[src/rtl/riscv_pkg.sv]
// Shared RV32 definitions: aluSelect load/store codes, datapath widths and store-buffer types.
package riscv_pkg;

   localparam int unsigned XLEN      = 32;
   localparam int unsigned XBYTES    = XLEN / 8;
   localparam int unsigned ALU_SEL_W = 6;

   localparam logic [ALU_SEL_W-1:0] ALU_LB  = 6'b001011;
   localparam logic [ALU_SEL_W-1:0] ALU_LH  = 6'b001100;
   localparam logic [ALU_SEL_W-1:0] ALU_LW  = 6'b001101;
   localparam logic [ALU_SEL_W-1:0] ALU_LBU = 6'b001110;
   localparam logic [ALU_SEL_W-1:0] ALU_LHU = 6'b001111;
   localparam logic [ALU_SEL_W-1:0] ALU_SB  = 6'b010000;
   localparam logic [ALU_SEL_W-1:0] ALU_SH  = 6'b010001;
   localparam logic [ALU_SEL_W-1:0] ALU_SW  = 6'b010010;

   // Lane-formatted store payload as held in the buffer and presented to memory
   typedef struct packed {
      logic [XLEN-1:0]   wdata;
      logic [XBYTES-1:0] wmask;
   } swb_lane_t;

   typedef enum logic {
      S_IDLE = 1'b0,
      S_REQ  = 1'b1
   } swb_state_e;

   function automatic logic is_store_code(input logic [ALU_SEL_W-1:0] sel);
      return (sel == ALU_SB) || (sel == ALU_SH) || (sel == ALU_SW);
   endfunction

endpackage

[src/rtl/store_lane_formatter.sv]
// Combinational SB/SH/SW formatter: replicates store data across byte lanes and builds the byte mask.
module store_lane_formatter
   import riscv_pkg::*;
(
   input  logic [ALU_SEL_W-1:0] i_alu_sel,
   input  logic [1:0]           i_addr_lo,
   input  logic [XLEN-1:0]      i_data,
   output logic                 o_is_store_c,
   output logic                 o_misaligned_c,
   output swb_lane_t            o_lane_c
);

   always_comb begin
      o_is_store_c   = is_store_code(i_alu_sel);
      o_misaligned_c = 1'b0;
      o_lane_c       = '0;
      case (i_alu_sel)
         ALU_SB: begin
            o_lane_c.wdata = {4{i_data[7:0]}};
            o_lane_c.wmask = 4'(4'b0001 << i_addr_lo);
         end
         ALU_SH: begin
            o_lane_c.wdata = {2{i_data[15:0]}};
            o_lane_c.wmask = 4'(4'b0011 << i_addr_lo);
            o_misaligned_c = i_addr_lo[0];
         end
         ALU_SW: begin
            o_lane_c.wdata = i_data;
            o_lane_c.wmask = 4'b1111;
            o_misaligned_c = (i_addr_lo != 2'b00);
         end
         default: ;
      endcase
   end

endmodule

[src/rtl/store_write_buffer.sv]
// In-order store write buffer draining formatted stores to data memory over req/ack.
// Optional STORE_HAZARD_EN adds the load-vs-buffered-store same-word stall comparators.
module store_write_buffer
   import riscv_pkg::*;
#(
   parameter int unsigned DEPTH  = 4,
   parameter int unsigned ADDR_W = 32
)(
   input  logic                 clk,
   input  logic                 reset,
   input  logic                 st_valid,
   output logic                 st_ready,
   input  logic [ALU_SEL_W-1:0] aluSelect,
   input  logic [ADDR_W-1:0]    st_addr,
   input  logic [XLEN-1:0]      st_data,
   output logic                 misaligned,
   output logic                 sb_empty,
   output logic                 mem_req,
   output logic [ADDR_W-1:0]    mem_addr,
   output logic [XLEN-1:0]      mem_wdata,
   output logic [XBYTES-1:0]    mem_wmask,
   input  logic                 mem_ack,
   input  logic [ADDR_W-1:0]    ld_addr,
   output logic                 ld_stall
);

   localparam int unsigned PTR_W = (DEPTH > 1) ? $clog2(DEPTH) : 1;
   localparam int unsigned CNT_W = PTR_W + 1;

   swb_state_e        r_state;
   swb_state_e        w_state_nxt;
   logic [PTR_W-1:0]  r_wr_ptr;
   logic [PTR_W-1:0]  r_rd_ptr;
   logic [PTR_W-1:0]  w_rd_ptr_inc;
   logic [PTR_W-1:0]  w_load_sel;
   logic [CNT_W-1:0]  r_count;
   logic              r_misaligned;
   logic [ADDR_W-1:0] r_mem_addr;
   logic [XLEN-1:0]   r_mem_wdata;
   logic [XBYTES-1:0] r_mem_wmask;

   logic [ADDR_W-1:2] r_waddr_q [DEPTH];
   swb_lane_t         r_lane_q  [DEPTH];

   logic              w_is_store;
   logic              w_fmt_misaligned;
   swb_lane_t         w_lane;
   logic              w_full;
   logic              w_accept;
   logic              w_enq;
   logic              w_pop;
   logic              w_load_head;
   logic              w_ld_stall;
   logic              w_unused_ld;

   store_lane_formatter u_fmt (
      .i_alu_sel      (aluSelect),
      .i_addr_lo      (st_addr[1:0]),
      .i_data         (st_data),
      .o_is_store_c   (w_is_store),
      .o_misaligned_c (w_fmt_misaligned),
      .o_lane_c       (w_lane)
   );

   // A full buffer refuses even if the head pops in the same cycle
   assign w_full       = (r_count == CNT_W'(DEPTH));
   assign w_accept     = st_valid && !w_full;
   assign w_enq        = w_accept && w_is_store && !w_fmt_misaligned;
   assign w_pop        = (r_state == S_REQ) && mem_ack;
   assign w_rd_ptr_inc = PTR_W'(r_rd_ptr + 1'b1);

   always_ff @(posedge clk or posedge reset) begin
      if (reset) begin
         r_state <= S_IDLE;
      end else begin
         r_state <= w_state_nxt;
      end
   end

   // Next state plus which entry (if any) to latch onto the memory request bus
   always_comb begin
      w_state_nxt = r_state;
      w_load_head = 1'b0;
      w_load_sel  = r_rd_ptr;
      unique case (r_state)
         S_IDLE: begin
            if (r_count != '0) begin
               w_state_nxt = S_REQ;
               w_load_head = 1'b1;
            end
         end
         S_REQ: begin
            if (mem_ack) begin
               if (r_count > CNT_W'(1)) begin
                  w_load_head = 1'b1;
                  w_load_sel  = w_rd_ptr_inc;
               end else begin
                  w_state_nxt = S_IDLE;
               end
            end
         end
         default: w_state_nxt = S_IDLE;
      endcase
   end

   always_ff @(posedge clk or posedge reset) begin
      if (reset) begin
         r_wr_ptr     <= '0;
         r_rd_ptr     <= '0;
         r_count      <= '0;
         r_misaligned <= 1'b0;
      end else begin
         if (w_enq) begin
            r_wr_ptr <= PTR_W'(r_wr_ptr + 1'b1);
         end
         if (w_pop) begin
            r_rd_ptr <= w_rd_ptr_inc;
         end
         r_count      <= CNT_W'(r_count + CNT_W'(w_enq) - CNT_W'(w_pop));
         r_misaligned <= w_accept && w_is_store && w_fmt_misaligned;
      end
   end

   always_ff @(posedge clk or posedge reset) begin
      if (reset) begin
         r_mem_addr  <= '0;
         r_mem_wdata <= '0;
         r_mem_wmask <= '0;
      end else if (w_load_head) begin
         r_mem_addr  <= {r_waddr_q[w_load_sel], 2'b00};
         r_mem_wdata <= r_lane_q[w_load_sel].wdata;
         r_mem_wmask <= r_lane_q[w_load_sel].wmask;
      end
   end

   // Entry storage carries no reset; validity is tracked solely by r_count
   always_ff @(posedge clk) begin
      if (w_enq) begin
         r_waddr_q[r_wr_ptr] <= st_addr[ADDR_W-1:2];
         r_lane_q[r_wr_ptr]  <= w_lane;
      end
   end

`ifdef STORE_HAZARD_EN
   always_comb begin
      w_ld_stall = 1'b0;
      for (int unsigned i = 0; i < DEPTH; i++) begin
         if ((CNT_W'(PTR_W'(PTR_W'(i) - r_rd_ptr)) < r_count) &&
             (r_waddr_q[i] == ld_addr[ADDR_W-1:2])) begin
            w_ld_stall = 1'b1;
         end
      end
   end
   assign w_unused_ld = ^ld_addr[1:0];
`else
   assign w_ld_stall  = 1'b0;
   assign w_unused_ld = ^ld_addr;
`endif

   assign st_ready   = !w_full;
   assign mem_req    = (r_state == S_REQ);
   assign sb_empty   = (r_count == '0) && !mem_req;
   assign misaligned = r_misaligned;
   assign mem_addr   = r_mem_addr;
   assign mem_wdata  = r_mem_wdata;
   assign mem_wmask  = r_mem_wmask;
   assign ld_stall   = w_ld_stall;

endmodule
[config.mk]
export PLATFORM = sky130hd
export DESIGN_NAME = store_write_buffer
export DESIGN_NICKNAME = d
export VERILOG_FILES = /design/src/rtl/riscv_pkg.sv /design/src/rtl/store_lane_formatter.sv /design/src/rtl/store_write_buffer.sv
export SDC_FILE = /design/constraint.sdc
export NUM_CORES = 1
export LEC_CHECK = 0
export ABC_AREA = 1
export ABC_CLOCK_PERIOD_IN_PS = 4600
export CAP_MARGIN = 30
export CORE_ASPECT_RATIO = 0.6
export CORE_UTILIZATION = 56
export CTS_BUF_LIST = sky130_fd_sc_hd__clkbuf_8 sky130_fd_sc_hd__clkbuf_16
export DETAILED_ROUTE_END_ITERATION = 12
export PLACE_DENSITY = 0.85
export SKIP_LAST_GASP = 1
export SLEW_MARGIN = 15
export SYNTH_ARGS = -nofsm -noshare
export SYNTH_HDL_FRONTEND = slang
export SYNTH_SLANG_ARGS = --single-unit
[constraint.sdc]
create_clock -name clk -period 4.6 [get_ports clk]
set_input_delay 0.69 -clock clk [delete_from_list [all_inputs] [get_ports clk]]
set_output_delay 0.69 -clock clk [all_outputs]
set_load 0.01 [all_outputs]
==> flow_metrics.py <==
metrics = {
    "clocking": {
        "cts_tree": "yes",
        "ctsLongestPathBuffers": 3,
        "clockRootBuffer": "clkbuf_16",
        "clkTransAtPathRegs_ps": 60,
        "htree_levels": 1,
        "hold_buffers": 0,
        "cts_resized": 0,
        "clock_latency_ps": 570,
        "clock_sinks": 339,
        "cts_setup_buffers": 0,
        "cts_buffers": 30,
    },
    "floorplan": {
        "die_area_um2": 27300,
        "fp-row-count": 45,
        "design.core.area_um2": 25700,
        "die_y_um": 128,
        "initial_core_util": 0.580,
        "fp.dieW_um": 213,
        "pin_count": 179,
    },
    "drt": {
        "drc": 0,
        "drt_iter0_drc": 1054,
        "wl_per_cell_um": 18.3,
        "drt-pass1-iter-count": 5,
        "routed_via_density": 5.47,
        "num_vias": 11000,
        "wl_um": 36800,
        "ant_nets": 0,
    },
    "setup_path": {
        "slowest_stage": "clkdlybuf4s50_1",
        "cpMostUsedCell": "inv_1",
        "crit_arrival_ps": 3750,
        "slowest_delay_ps": 450,
        "required_ps": 5050,
        "path_class": "in -> reg",
        "crit_chain": "clkdlybuf4s50_1 -> inv_1 -> nor2_1 -> nand3_1 -> inv_1 -> o21bai_1 -> nor2_1 -> inv_1 -> ha_1 -> inv_1 -> ha_1 -> fa_1 -> xnor2_1",
        "r2r-start": "r_count[1]$_DFF_PP0_",
        "critPathLaunch": "aluSelect[4]",
        "path_max_fanout": 13,
        "cp-start-kind": "primary input",
        "endpoint_kind": "flop",
    },
    "pwr": {
        "p_total_mw": 11.0,
        "ir_drop_mv": 0.532,
        "total_leakage_power_nw": 8.12,
        "power_density_nw_per_um2": 620,
    },
    "final_layout": {
        "final_nets": 1754,
        "final_layout_size_suffix_gt1_frac": 0.0577,
        "areaGrowthSynthToFinish_pct": 19.0,
        "stdcell_area_um2": 17800,
        "antenna_cells": 0,
        "final_util": 0.690,
        "final.fill_count": 1840,
    },
    "sta": {
        "fin_ws_ps": 1300,
        "maxClockFrequency_mhz": 303,
        "hold_ws_ps": 404,
        "skew_ps": 10.0,
        "finalSetupViolations": 0,
        "slew_headroom": 0.354,
        "finalHoldViolations": 0,
        "layout_min_cycle_time_ps": 3300,
        "rsz0062_at_grt": "false",
        "worst_pin_slew_ps": 965,
        "slew_violations": 0,
        "min_period_over_period": 0.717,
    },
    "yosys": {
        "synth_mux_area_frac": 0,
        "synth_cell_type_count": 30,
        "yosys_warnings": 0,
        "synthAdderAreaFrac": 0.00721,
        "synthCells": 1514,
        "synth_compound_area_frac": 0.0113,
        "synth_xor_area_frac": 0.00117,
        "synthSimpleGateAreaFrac": 0.220,
        "synth_seq_area_share": 0.657,
        "synthesis.area_um2": 14900,
        "synth_top_family_by_area": "simple AND/OR/NAND/NOR gates",
        "avgSynthCellArea_um2": 9.86,
        "synth_seq_cells": 339,
    },
    "placed_design": {
        "dpl.hpwl_um": 22700,
        "dp_slack_ps": 771,
        "finalWeightedCongestion": 0.877,
        "port_buffers": 143,
        "place_area_um2": 16800,
    },
    "global_route": {
        "grt_pass1_vias": 10900,
        "overflow": 0,
        "grt_pass1_wl_um": 57700,
        "grt_start_max_net_pins": 67,
        "grt.total_usage": 0.277,
        "antenna_found_initial": 1,
    },
    "run_status": {
        "status": "finished clean",
    },
    "run": {
        "drv_cap": 0,
    },
    "min_path": {
        "hold_class": "in -> async",
    },
}
[cell type report]
| class | count | area, µm² | share of cell area |
|---|---|---|---|
| timing repair buffer | 175 | 1770 | 0.0995 |
| sequential | 339 | 9800 | 0.552 |
| tap | 352 | 440 | 0.0248 |
| clock inverter | 19 | 111 | 0.00627 |
| multi-input combinational | 794 | 3650 | 0.205 |
| inverter | 300 | 1130 | 0.0636 |
| clock buffer | 37 | 858 | 0.0483 |
[cells in the mapped netlist (all sizes together)]
| master | number | area (µm²) |
|---|---|---|
| conb | 1 | 3.75 |
| o21ai | 18 | 93.8 |
| o21bai | 1 | 7.51 |
| clkinv | 1 | 5.00 |
| xnor2 | 1 | 8.76 |
| a21oi | 2 | 10.0 |
| ha | 7 | 87.6 |
| buf | 62 | 328 |
| inv | 299 | 1120 |
| fa | 1 | 20.0 |
| nand3 | 341 | 1720 |
| nand4 | 2 | 12.5 |
| o31ai | 1 | 7.51 |
| o22ai | 1 | 6.26 |
| dfrtp | 75 | 1880 |
| nand2 | 382 | 1450 |
| clkbuf | 21 | 78.8 |
| xor2 | 1 | 8.76 |
| nor2 | 27 | 101 |
| edfxtp | 264 | 7930 |
| o211ai | 5 | 37.5 |
| a31oi | 1 | 6.26 |
[cell families after synthesis]
kind of cell               after synthesis
and+or+nand+nor                        752
buffers and inverters                  383
DFF                                    339
AOI/OAI and AO/OA                       29
adders and majority gates                8
xor gates and xnor gates                 2
other                                    1
[where the power goes]
group	switching [mW]	total [mW]	internal (mW)
Clock	1.09	2.46	1.37
Combinational	3.09	4.70	1.61
Sequential	0.193	3.85	3.65
Total	4.38	11.0	6.63
[critical path: cells and delay by family]
family                     cells  cell delay (ps)
and+or+nand+nor                3              760
buffers and inverters          5             1070
AOI/OAI and AO/OA              1              130
xor gates and xnor gates       1              130
adders and majority gates      3              960
[layer usage]
metal,wire [µm],track usage,vias to the layer above
li1,-,-,5117
met4,853,0.0825,2
met1,15100,0.378,5254
met3,3620,0.0649,79
met5,16,0,-
met2,17200,0.447,572
[cell usage in the layout, fill, tap and decap left out, types with 17 or more instances in the layout]
master	n
nand2_1	374
nand3_1	339
inv_1	304
edfxtp_1	264
clkdlybuf4s50_1	143
dfrtp_1	75
clkbuf_16	31
buf_4	24
nor2_1	23
o21ai_0	17
[final timing paths]
kind	depth (start not counted)	slack, ps	to
min in group clk	2	480	mem_addr[17]$_DFFE_PP0P_
max in group asynchronous	3	3550	mem_wmask[3]$_DFFE_PP0P_
worst max-delay path	13	1300	r_count[2]$_DFF_PP0_
worst min register to register	2	480	mem_addr[17]$_DFFE_PP0P_
worst min-delay path	2	400	mem_wdata[14]$_DFFE_PP0P_
worst max register to register	11	1790	mem_wmask[1]$_DFFE_PP0P_
[through the flow]
step,setup TNS [ps],cells
2_1_floorplan,-61630,1516
3_3_place_gp,0,1958
3_5_place_dp,0,1960
4_1_cts,0,2016
5_1_grt,0,2016
6_report,0,2016
[registers in the layout (all words and copies together) (netlist names)]
signal / cells
r_rd_ptr: 2
r_wr_ptr: 2
misaligned: 1
mem_wdata: 32
r_waddr_q: 120
r_count: 3
r_lane_q: 144
mem_addr: 30
mem_req: 1
mem_wmask: 4
No activity file was read; power rests on OpenSTA's default activity.
